### config.mk
export PLATFORM = sky130hd
export DESIGN_NAME = mdu_iterative_flat
export DESIGN_NICKNAME = d
export VERILOG_FILES = /design/src/rtl/mdu_iterative_if.sv /design/src/rtl/mdu_iterative.sv /design/src/flat_wrapper.sv
export SDC_FILE = /design/constraint.sdc
export NUM_CORES = 1
export LEC_CHECK = 0
export BUFFER_PORTS_ARGS = -buffer_cell sky130_fd_sc_hd__buf_2
export CAP_MARGIN = 20
export CELL_PAD_IN_SITES_DETAIL_PLACEMENT = 0
export CELL_PAD_IN_SITES_GLOBAL_PLACEMENT = 2
export CORE_ASPECT_RATIO = 0.8
export CORE_MARGIN = 4
export CORE_UTILIZATION = 34
export DETAILED_ROUTE_END_ITERATION = 12
export HOLD_SLACK_MARGIN = 0.1
export PLACE_DENSITY = 0.77
export SYNTH_ARGS = -nofsm -noshare
export SYNTH_HDL_FRONTEND = slang
export SYNTH_SLANG_ARGS = --single-unit
### constraint.sdc
create_clock -name clk -period 3 [get_ports clk]
set_clock_uncertainty 0.05 [all_clocks]
set_input_delay 0.6 -clock clk [delete_from_list [all_inputs] [get_ports clk]]
set_output_delay 0.6 -clock clk [all_outputs]
set_load 0.005 [all_outputs]
### src/rtl/mdu_iterative_if.sv
// Request/result bundle between the execute-stage control path and the
// iterative multiply/divide unit.
interface mdu_iterative_if #(
    parameter int unsigned WIDTH = 32
);
    logic             start;
    logic [1:0]       MDCtrl;
    logic             Sign;
    logic [WIDTH-1:0] in1;
    logic [WIDTH-1:0] in2;
    logic             busy;
    logic             done;
    logic [WIDTH-1:0] hi;
    logic [WIDTH-1:0] lo;

    modport master (
        output start, MDCtrl, Sign, in1, in2,
        input  busy, done, hi, lo
    );

    modport slave (
        input  start, MDCtrl, Sign, in1, in2,
        output busy, done, hi, lo
    );
endinterface

### src/rtl/mdu_iterative.sv
// Iterative multiply/divide unit: shift-add multiply and restoring divide on
// operand magnitudes, one bit per cycle, with a final sign-fix/write cycle.
module mdu_iterative #(
    parameter int unsigned WIDTH = 32
) (
    input  logic             clk,
    input  logic             reset,
    mdu_iterative_if.slave   bus
);
    localparam int unsigned CW = (WIDTH > 1) ? $clog2(WIDTH) : 1;

    typedef enum logic [1:0] {
        IDLE = 2'd0,
        CALC = 2'd1,
        FIX  = 2'd2
    } state_t;

    state_t state, state_d;

    logic             accept_md_c, accept_mt_c, calc_c, fix_c, last_c;
    logic [CW-1:0]    cnt;
    logic             op_div, neg_res, neg_rem, div0;
    logic [WIDTH-1:0] a_orig, b_mag;
    // acc_hi holds the running partial product high part or the remainder;
    // acc_lo holds the multiplier being shifted out or the quotient being built.
    logic [WIDTH:0]   acc_hi;
    logic [WIDTH-1:0] acc_lo;

    logic [WIDTH-1:0]   a_mag_c, b_mag_c;
    logic [WIDTH:0]     mul_sum_c, div_shift_c, div_diff_c;
    logic               div_ge_c;
    logic [WIDTH:0]     hi_step_c;
    logic [WIDTH-1:0]   lo_step_c;
    logic [2*WIDTH-1:0] prod_c, prod_fix_c;
    logic [WIDTH-1:0]   quo_fix_c, rem_fix_c, hi_fix_c, lo_fix_c;

    assign last_c = (cnt == CW'(WIDTH - 1));

    // State register
    always_ff @(posedge clk or negedge reset) begin
        if (!reset) state <= IDLE;
        else        state <= state_d;
    end

    // Next-state and control strobes
    always_comb begin
        state_d     = state;
        accept_md_c = 1'b0;
        accept_mt_c = 1'b0;
        calc_c      = 1'b0;
        fix_c       = 1'b0;
        case (state)
            IDLE: begin
                if (bus.start) begin
                    if (bus.MDCtrl[1]) begin
                        accept_mt_c = 1'b1;
                    end else begin
                        accept_md_c = 1'b1;
                        state_d     = CALC;
                    end
                end
            end
            CALC: begin
                calc_c = 1'b1;
                if (last_c) state_d = FIX;
            end
            FIX: begin
                fix_c   = 1'b1;
                state_d = IDLE;
            end
            default: state_d = IDLE;
        endcase
    end

    // Operand magnitudes; 0x80000000 maps cleanly to unsigned 2^(WIDTH-1)
    always_comb begin
        a_mag_c = (bus.Sign && bus.in1[WIDTH-1]) ? WIDTH'(-bus.in1) : bus.in1;
        b_mag_c = (bus.Sign && bus.in2[WIDTH-1]) ? WIDTH'(-bus.in2) : bus.in2;
    end

    // One iteration step for multiply or divide
    always_comb begin
        mul_sum_c   = acc_lo[0] ? (acc_hi + {1'b0, b_mag}) : acc_hi;
        div_shift_c = {acc_hi[WIDTH-1:0], acc_lo[WIDTH-1]};
        div_ge_c    = (div_shift_c >= {1'b0, b_mag});
        div_diff_c  = div_shift_c - {1'b0, b_mag};
        if (op_div) begin
            hi_step_c = {1'b0, (div_ge_c ? div_diff_c[WIDTH-1:0] : div_shift_c[WIDTH-1:0])};
            lo_step_c = {acc_lo[WIDTH-2:0], div_ge_c};
        end else begin
            hi_step_c = {1'b0, mul_sum_c[WIDTH:1]};
            lo_step_c = {mul_sum_c[0], acc_lo[WIDTH-1:1]};
        end
    end

    // Sign correction and special-case selection for the final write
    always_comb begin
        prod_c     = {acc_hi[WIDTH-1:0], acc_lo};
        prod_fix_c = neg_res ? (2*WIDTH)'(-prod_c) : prod_c;
        quo_fix_c  = neg_res ? WIDTH'(-acc_lo) : acc_lo;
        rem_fix_c  = neg_rem ? WIDTH'(-acc_hi[WIDTH-1:0]) : acc_hi[WIDTH-1:0];
        if (!op_div) begin
            hi_fix_c = prod_fix_c[2*WIDTH-1:WIDTH];
            lo_fix_c = prod_fix_c[WIDTH-1:0];
        end else if (div0) begin
            hi_fix_c = a_orig;
            lo_fix_c = '1;
        end else begin
            hi_fix_c = rem_fix_c;
            lo_fix_c = quo_fix_c;
        end
    end

    // Datapath and registered outputs
    always_ff @(posedge clk or negedge reset) begin
        if (!reset) begin
            cnt      <= '0;
            op_div   <= 1'b0;
            neg_res  <= 1'b0;
            neg_rem  <= 1'b0;
            div0     <= 1'b0;
            a_orig   <= '0;
            b_mag    <= '0;
            acc_hi   <= '0;
            acc_lo   <= '0;
            bus.hi   <= '0;
            bus.lo   <= '0;
            bus.busy <= 1'b0;
            bus.done <= 1'b0;
        end else begin
            bus.busy <= (state_d != IDLE);
            bus.done <= fix_c;
            if (accept_mt_c) begin
                if (bus.MDCtrl[0]) bus.lo <= bus.in1;
                else               bus.hi <= bus.in1;
            end
            if (accept_md_c) begin
                op_div  <= bus.MDCtrl[0];
                neg_res <= bus.Sign & (bus.in1[WIDTH-1] ^ bus.in2[WIDTH-1]);
                neg_rem <= bus.Sign & bus.in1[WIDTH-1];
                div0    <= (bus.in2 == '0);
                a_orig  <= bus.in1;
                b_mag   <= b_mag_c;
                acc_hi  <= '0;
                acc_lo  <= a_mag_c;
                cnt     <= '0;
            end
            if (calc_c) begin
                cnt    <= cnt + CW'(1);
                acc_hi <= hi_step_c;
                acc_lo <= lo_step_c;
            end
            if (fix_c) begin
                bus.hi <= hi_fix_c;
                bus.lo <= lo_fix_c;
            end
        end
    end
endmodule

### src/flat_wrapper.sv
// flat-port wrapper written by rule: the top's interface ports become plain ports
module mdu_iterative_flat 
#(
    parameter int unsigned WIDTH = 32
)
  (clk, reset, bus_start, bus_MDCtrl, bus_Sign, bus_in1, bus_in2, bus_busy, bus_done, bus_hi, bus_lo);
  mdu_iterative_if #(.WIDTH(WIDTH)) bus_i ();
  input  logic clk;
  input  logic reset;
  input wire logic [$bits(bus_i.start)-1:0] bus_start;
  input wire logic [$bits(bus_i.MDCtrl)-1:0] bus_MDCtrl;
  input wire logic [$bits(bus_i.Sign)-1:0] bus_Sign;
  input wire logic [$bits(bus_i.in1)-1:0] bus_in1;
  input wire logic [$bits(bus_i.in2)-1:0] bus_in2;
  output wire logic [$bits(bus_i.busy)-1:0] bus_busy;
  output wire logic [$bits(bus_i.done)-1:0] bus_done;
  output wire logic [$bits(bus_i.hi)-1:0] bus_hi;
  output wire logic [$bits(bus_i.lo)-1:0] bus_lo;
  assign bus_i.start = bus_start;
  assign bus_i.MDCtrl = bus_MDCtrl;
  assign bus_i.Sign = bus_Sign;
  assign bus_i.in1 = bus_in1;
  assign bus_i.in2 = bus_in2;
  assign bus_busy = bus_i.busy;
  assign bus_done = bus_i.done;
  assign bus_hi = bus_i.hi;
  assign bus_lo = bus_i.lo;
  mdu_iterative #(.WIDTH(WIDTH)) u_core (.clk(clk), .reset(reset), .bus(bus_i));
endmodule
* Word level (Yosys, flattened, before mapping)
Index checks and enable logic that the tools add are counted.
Cells by class: add/subtract/negate cells 8, multipliers 0, div/mod/pow operators 0, $lt $le $gt $ge 1, equal/unequal tests 4, shifts and indexed selects 0, mux-type cells 37, bitwise operators 3, reduce and logical (&&, ||, !) cells 10
Operator list (count):
- $mux W32 | 19
- $neg A32 Y32 | 4
- $mux W33 | 3
- $mux W64 | 1
- $neg A64 Y64 | 1
- $add A33 B32 Y33 | 1
- $ge A33 B32 Y1 | 1
- $logic_not A32 Y1 | 1
- $sub A32 B32 Y32 | 1
- $mux W5 | 2
- $mux W1 | 8
- $reduce_bool A2 Y1 | 4
- $mux W2 | 3
- $add A5 B1 Y5 const B | 1
- $eq A5 B5 Y1 const B | 1
- $pmux W2 S2 | 1
- $reduce_and A2 Y1 | 2
- $and A1 B1 Y1 | 2
- $eq A2 B1 Y1 const B | 1
- $eq A2 B2 Y1 const B | 1
- $logic_and A1 B1 Y1 | 2
- $logic_not A2 Y1 | 1
- $ne A2 B1 Y1 const B | 1
- $xor A1 B1 Y1 | 1
Word-level totals: register bits after elaboration 206, bits in latches 0, bits in writable memories 0, memory bits (read-only) 0, input bits 70, output and inout bits 66, logic and storage cells 77, memories 0

* Logic depth before layout (Yosys ltp)
depth after elaboration 5, gate-level depth with buffers 14, gate-level depth less buffers 13

* Worst setup path before layout
OpenSTA, ideal clock, no wires.
path kind reg2reg, start register u_core.acc_hi[11], end register u_core.acc_hi[9], setup time 0.133 ns, data arrival time 2.984 ns, required time 2.817 ns, setup slack -0.168 ns, cell stages (with the launch flop) 14, buffers on the path 3, period minus slack after synthesis 3.168 ns, cell sequence dfrtp_1 ha_1 clkbuf_1 nand4_1 a211oi_1 o21ai_0 nand3_1 a21oi_1 o211ai_1 clkbuf_1 clkbuf_1 nand2_1 o211ai_1 o211ai_1
Between the ends: word-level cells in the longest chain between the ends 4
RTL lines:
- from (decl) | RTL line mdu_iterative.sv:26 | logic [WIDTH:0] acc_hi;
- from (signal assigned) | RTL line mdu_iterative.sv:150 | acc_hi <= hi_step_c;
- $ge A33 B32 Y1 | RTL line mdu_iterative.sv:85 | div_ge_c = (div_shift_c >= {1'b0, b_mag});
- $mux W32 | RTL line mdu_iterative.sv:88 | hi_step_c = {1'b0, (div_ge_c ? div_diff_c[WIDTH-1:0] : div_shift_c[WIDTH-1:0])};
- $mux W32 | RTL line mdu_iterative.sv:87 | if (op_div) begin
- $mux W33 | RTL line mdu_iterative.sv:148 | if (calc_c) begin
Every way passes these cells. A chain may end at the register's enable or synchronous reset.

* Worst setup path after layout
start register u_core.acc_hi[16], end register u_core.bus.hi[30]
Between the ends: word-level cells in the longest chain between the ends 5, elaborated cells on any way between the ends 7, those cells by class 2 x add/sub; 5 x mux
RTL lines:
- $neg A32 Y32 | RTL line mdu_iterative.sv:101 | rem_fix_c = neg_rem ? WIDTH'(-acc_hi[WIDTH-1:0]) : acc_hi[WIDTH-1:0];
- $mux W32 | RTL line mdu_iterative.sv:101
- $mux W32 | RTL line mdu_iterative.sv:105 | end else if (div0) begin
- $mux W32 (*) | RTL line mdu_iterative.sv:102 | if (!op_div) begin
- $mux W32 (*) | RTL line mdu_iterative.sv:153 | if (fix_c) begin
- to (signal assigned) | RTL line mdu_iterative.sv:135 | else bus.hi <= bus.in1;
- to (signal assigned) | RTL line mdu_iterative.sv:154 | bus.hi <= hi_fix_c;
- to (decl) | RTL line mdu_iterative_if.sv:23 | output busy, done, hi, lo
Every way passes the cells marked *; elsewhere a longest branch is shown, timed or not.

==> impl_results.md <==
- Status: finished with violations
- Failing checks: setup timing
- CTS tree: yes
- Core area: ~0.049 mm2
- CP max stage delay: ~500 ps
- Main synth FF type: dfrtp_1
- HP Class: in2reg
- CP Cell Sequence: or3_4 > or4_4 > or3_4 > or4_4 > buf_6 > o31ai_4 > xor2_1 > a221oi_2
- Async SR Flop Fraction: 100.0%
- Synth top area cells: dfrtp_1 31%, nand2_1 6.5%, o21ai_0 6.3%, mux2i_1 5.9%, xnor2_1 5.3%
- Ports: approximately 140
- WS Path Type: reg2reg
- Largest net degree at the start of global routing: 78
- Clk sinks: 205
- Syn Area/Cell: 8.082 um2
- Die area: around 0.053 mm2
- Syn-to-layout area delta: 29.40%
- Max clock buf depth: 3
- Vias in the first global route: between 15000 and 20000
- Crit start category: register
- Part of the power in registers: about 18%
- CTS buffer count: 26
- First-pass GRT wire length: between 90 and 100 mm
- Remaining antenna violation count after routing: 0
- Worst path required time: between 3000 and 4000 ps
- Number of diodes: 0
- Final Wtd Congestion: around 0.88
- Final setup TNS: -94.64 ps
- Finished Cell Area: ~0.022 mm2
- Fin. Hold Viols: 0
- Area after DPL: 0.01976 mm2
- Post-DP HPWL: between 40 and 50 mm
- DRC viols: 0
- Final worst path period need: around 3000 ps
- Slew @ Worst Pin: between 900 and 1000 ps
- Syn Inst Count: between 2000 and 2500
- Initial Utilization: 34.56%
- Slew Limit Fails: 0
- Syn Std Cell Area: ~0.017 mm2
- Synth cell count leaders: 289 x nand2_1, 212 x o21ai_0, 205 x dfrtp_1
- CP Buf/Inv Count: 1
- EDFF count, synth: 0
- Internal power: between 15 and 20 mW
- Final period utilization: 101.1%
- Setup ws final: -33.27 ps
- Max FO, Critical Path: 4
- Power share of the clock group: 11.4%
- CP Capture Type: register
- Synthesized flop and latch total: slightly above 200
- Pleak: just over 9 nW
- Slowest-stage cell, CP: or4_4
- Initial antenna violation count: 1
- Seq/Total Area, Yosys: around 31%
- Clk slew on worst S/H paths: 60 ps
- Cell area power density: roughly 1400 mW/mm2
- Final WL: between 60 and 70 mm
- FP Rows: 72
- Most frequent cell after synthesis: nand2_1
- Clock latency on the worst-skew pair: approximately 550 ps
- Avg WL per Cell: ~21 um
- Vias per inst: roughly 5.6
- Grt ovf: 0
- NetSw: 13.77 mW
- Yosys cell types: between 70 and 80
- Total number of vias: approximately 17000
- Port bufs: 135
- RSZ-0062 raised after global routing: true
- Layout cell share with drive strength beyond 1: 26.30%
- Post-Syn Nets: 2222
- Drt first pass iters: 5
- Comb power frac: 70.2%
- Synth top area share: roughly 30%
- Worst IR Drop VDD: just over 0.6 mV
- Setup violations, final: 5
- Root Buffer: clkbuf_16
- WP data arrival: 3440 ps
- First DRT Iteration DRCs: between 1000 and 1500
- Final core utilization: around 45%
- Relative slew slack: 34.79%
- Synthesis Warnings: 0
- Top delay family on crit path: simple AND/OR/NAND/NOR gates
- Area leader, netlist: dfrtp_1
- Switching Share: a little under half
- Die Wd: around 260 um
- Number of max-cap violations: 0
- Total track usage: a little under a quarter
- Die height: about 210 um
- F_max: 0.3297 GHz
- H-tree depth: 1
- Nets: ~2500
cells in the final DEF (no fill, tap or decap), drive strengths merged, types with 5 or more instances in the layout:
master / n
xnor2: 101
nor2b: 15
dfrtp: 205
a21oi: 157
o21ai: 213
ha: 70
clkinv: 6
nand4b: 5
xor2: 95
a221oi: 11
or2: 11
nand2: 289
or3: 28
or4: 18
nor4: 16
o21a: 11
a211oi: 25
o41ai: 17
nand4: 16
nand2b: 14
inv: 59
and3: 11
nand3: 42
buf: 432
a31oi: 19
o211ai: 56
mux2: 11
nor2: 99
and4: 5
o22ai: 12
nor3: 26
clkbuf: 40
mux2i: 99
a21o: 30
a22o: 8
o31ai: 30
and2: 11
a221o: 33
tightest hold or removal path: cells and delay by family:
| kind | cells | cell delay [ps] |
|---|---|---|
| buf+inv | 1 | 120 |
| simple gates | 2 | 100 |
layer usage:
metal | vias up | GRT usage [%] | share of wire (%)
met1 | 8350 | 33.66 | 49
met2 | 434 | 35.69 | 44
met3 | 67 | 2.269 | 5.0
li1 | 8147 | - | -
met4 | 0 | 4.460 | 1.9
met5 | - | 0 | 0
state kept, by name (all words and copies together) (netlist names), 2 cells and up:
signal	cells
u_core.b_mag	32
u_core.a_orig	32
u_core.bus.lo	32
u_core.state	2
u_core.acc_lo	32
u_core.cnt	5
u_core.bus.hi	32
u_core.acc_hi	32
cells by family after synthesis:
| kind of cell | share of synthesized area (%) |
|---|---|
| adder cells (fa/ha/maj) | 5.448 |
| AND/OR/NAND/NOR | 17.10 |
| AO/OA/AOI/OAI | 25.01 |
| multiplexers | 6.632 |
| XOR/XNOR | 10.21 |
| buffers and inverters | 5.076 |
| flip-flops | 30.52 |
repair_timing:
item,CTS,global route
hold buffers,1,0
pin swaps,43,60
setup endpoints to repair,39,45
gates resized for setup,79,102
buffers inserted,24,13
gates cloned,2,0
endpoints found under the hold margin,49,0
area by class of cell:
cell class                 count  area, um2
clock buffer                  39      780.7
clock inverter                 8      118.9
fill                        4835      26890
inverter                      60      225.2
multi-input combinational   1653      11600
sequential                   205       5149
tap                          629      787.0
timing repair buffer         434       3095
metrics by stage:
stage	worst slack [ps]	hold slack (ps)	power [mW]	instances
floorplan	-3.407	254.4	16.96	2080
global placement	-513.5	409.4	23.60	2944
detailed placement	-440.5	413.2	23.76	2944
CTS	-89.05	225.5	28.41	3017
global route	-171.3	274.8	31.87	3028
finish	-33.27	245.6	29.61	3028
worst paths after layout:
kind,start,to,slack [ps],cells past startpoint
max reg2reg,u_core.acc_hi[16]$_DFFE_PN0P_,u_core.bus.hi[30]$_DFFE_PN0P_,-30,8
min,bus_MDCtrl[0],u_core.op_div$_DFFE_PN0P_,250,3
max,u_core.acc_hi[16]$_DFFE_PN0P_,u_core.bus.hi[30]$_DFFE_PN0P_,-30,8
max in group asynchronous,reset,u_core.acc_hi[15]$_DFFE_PN0P_,1580,3
min reg2reg,u_core.a_orig[6]$_DFFE_PN0P_,u_core.a_orig[6]$_DFFE_PN0P_,430,2
min in group asynchronous,reset,u_core.acc_lo[9]$_DFFE_PN0P_,520,2
power groups by stage:
stage | sequential, mW | clock [mW] | combinational [mW]
after floorplan | 5.06 | 0 | 11.9
after global placement | 5.42 | 0 | 18.2
after detailed placement | 5.45 | 0 | 18.3
after CTS | 5.39 | 3.45 | 19.6
after global routing | 5.60 | 3.56 | 22.7
final | 5.42 | 3.39 | 20.8
(Power assumes the default switching activity.)
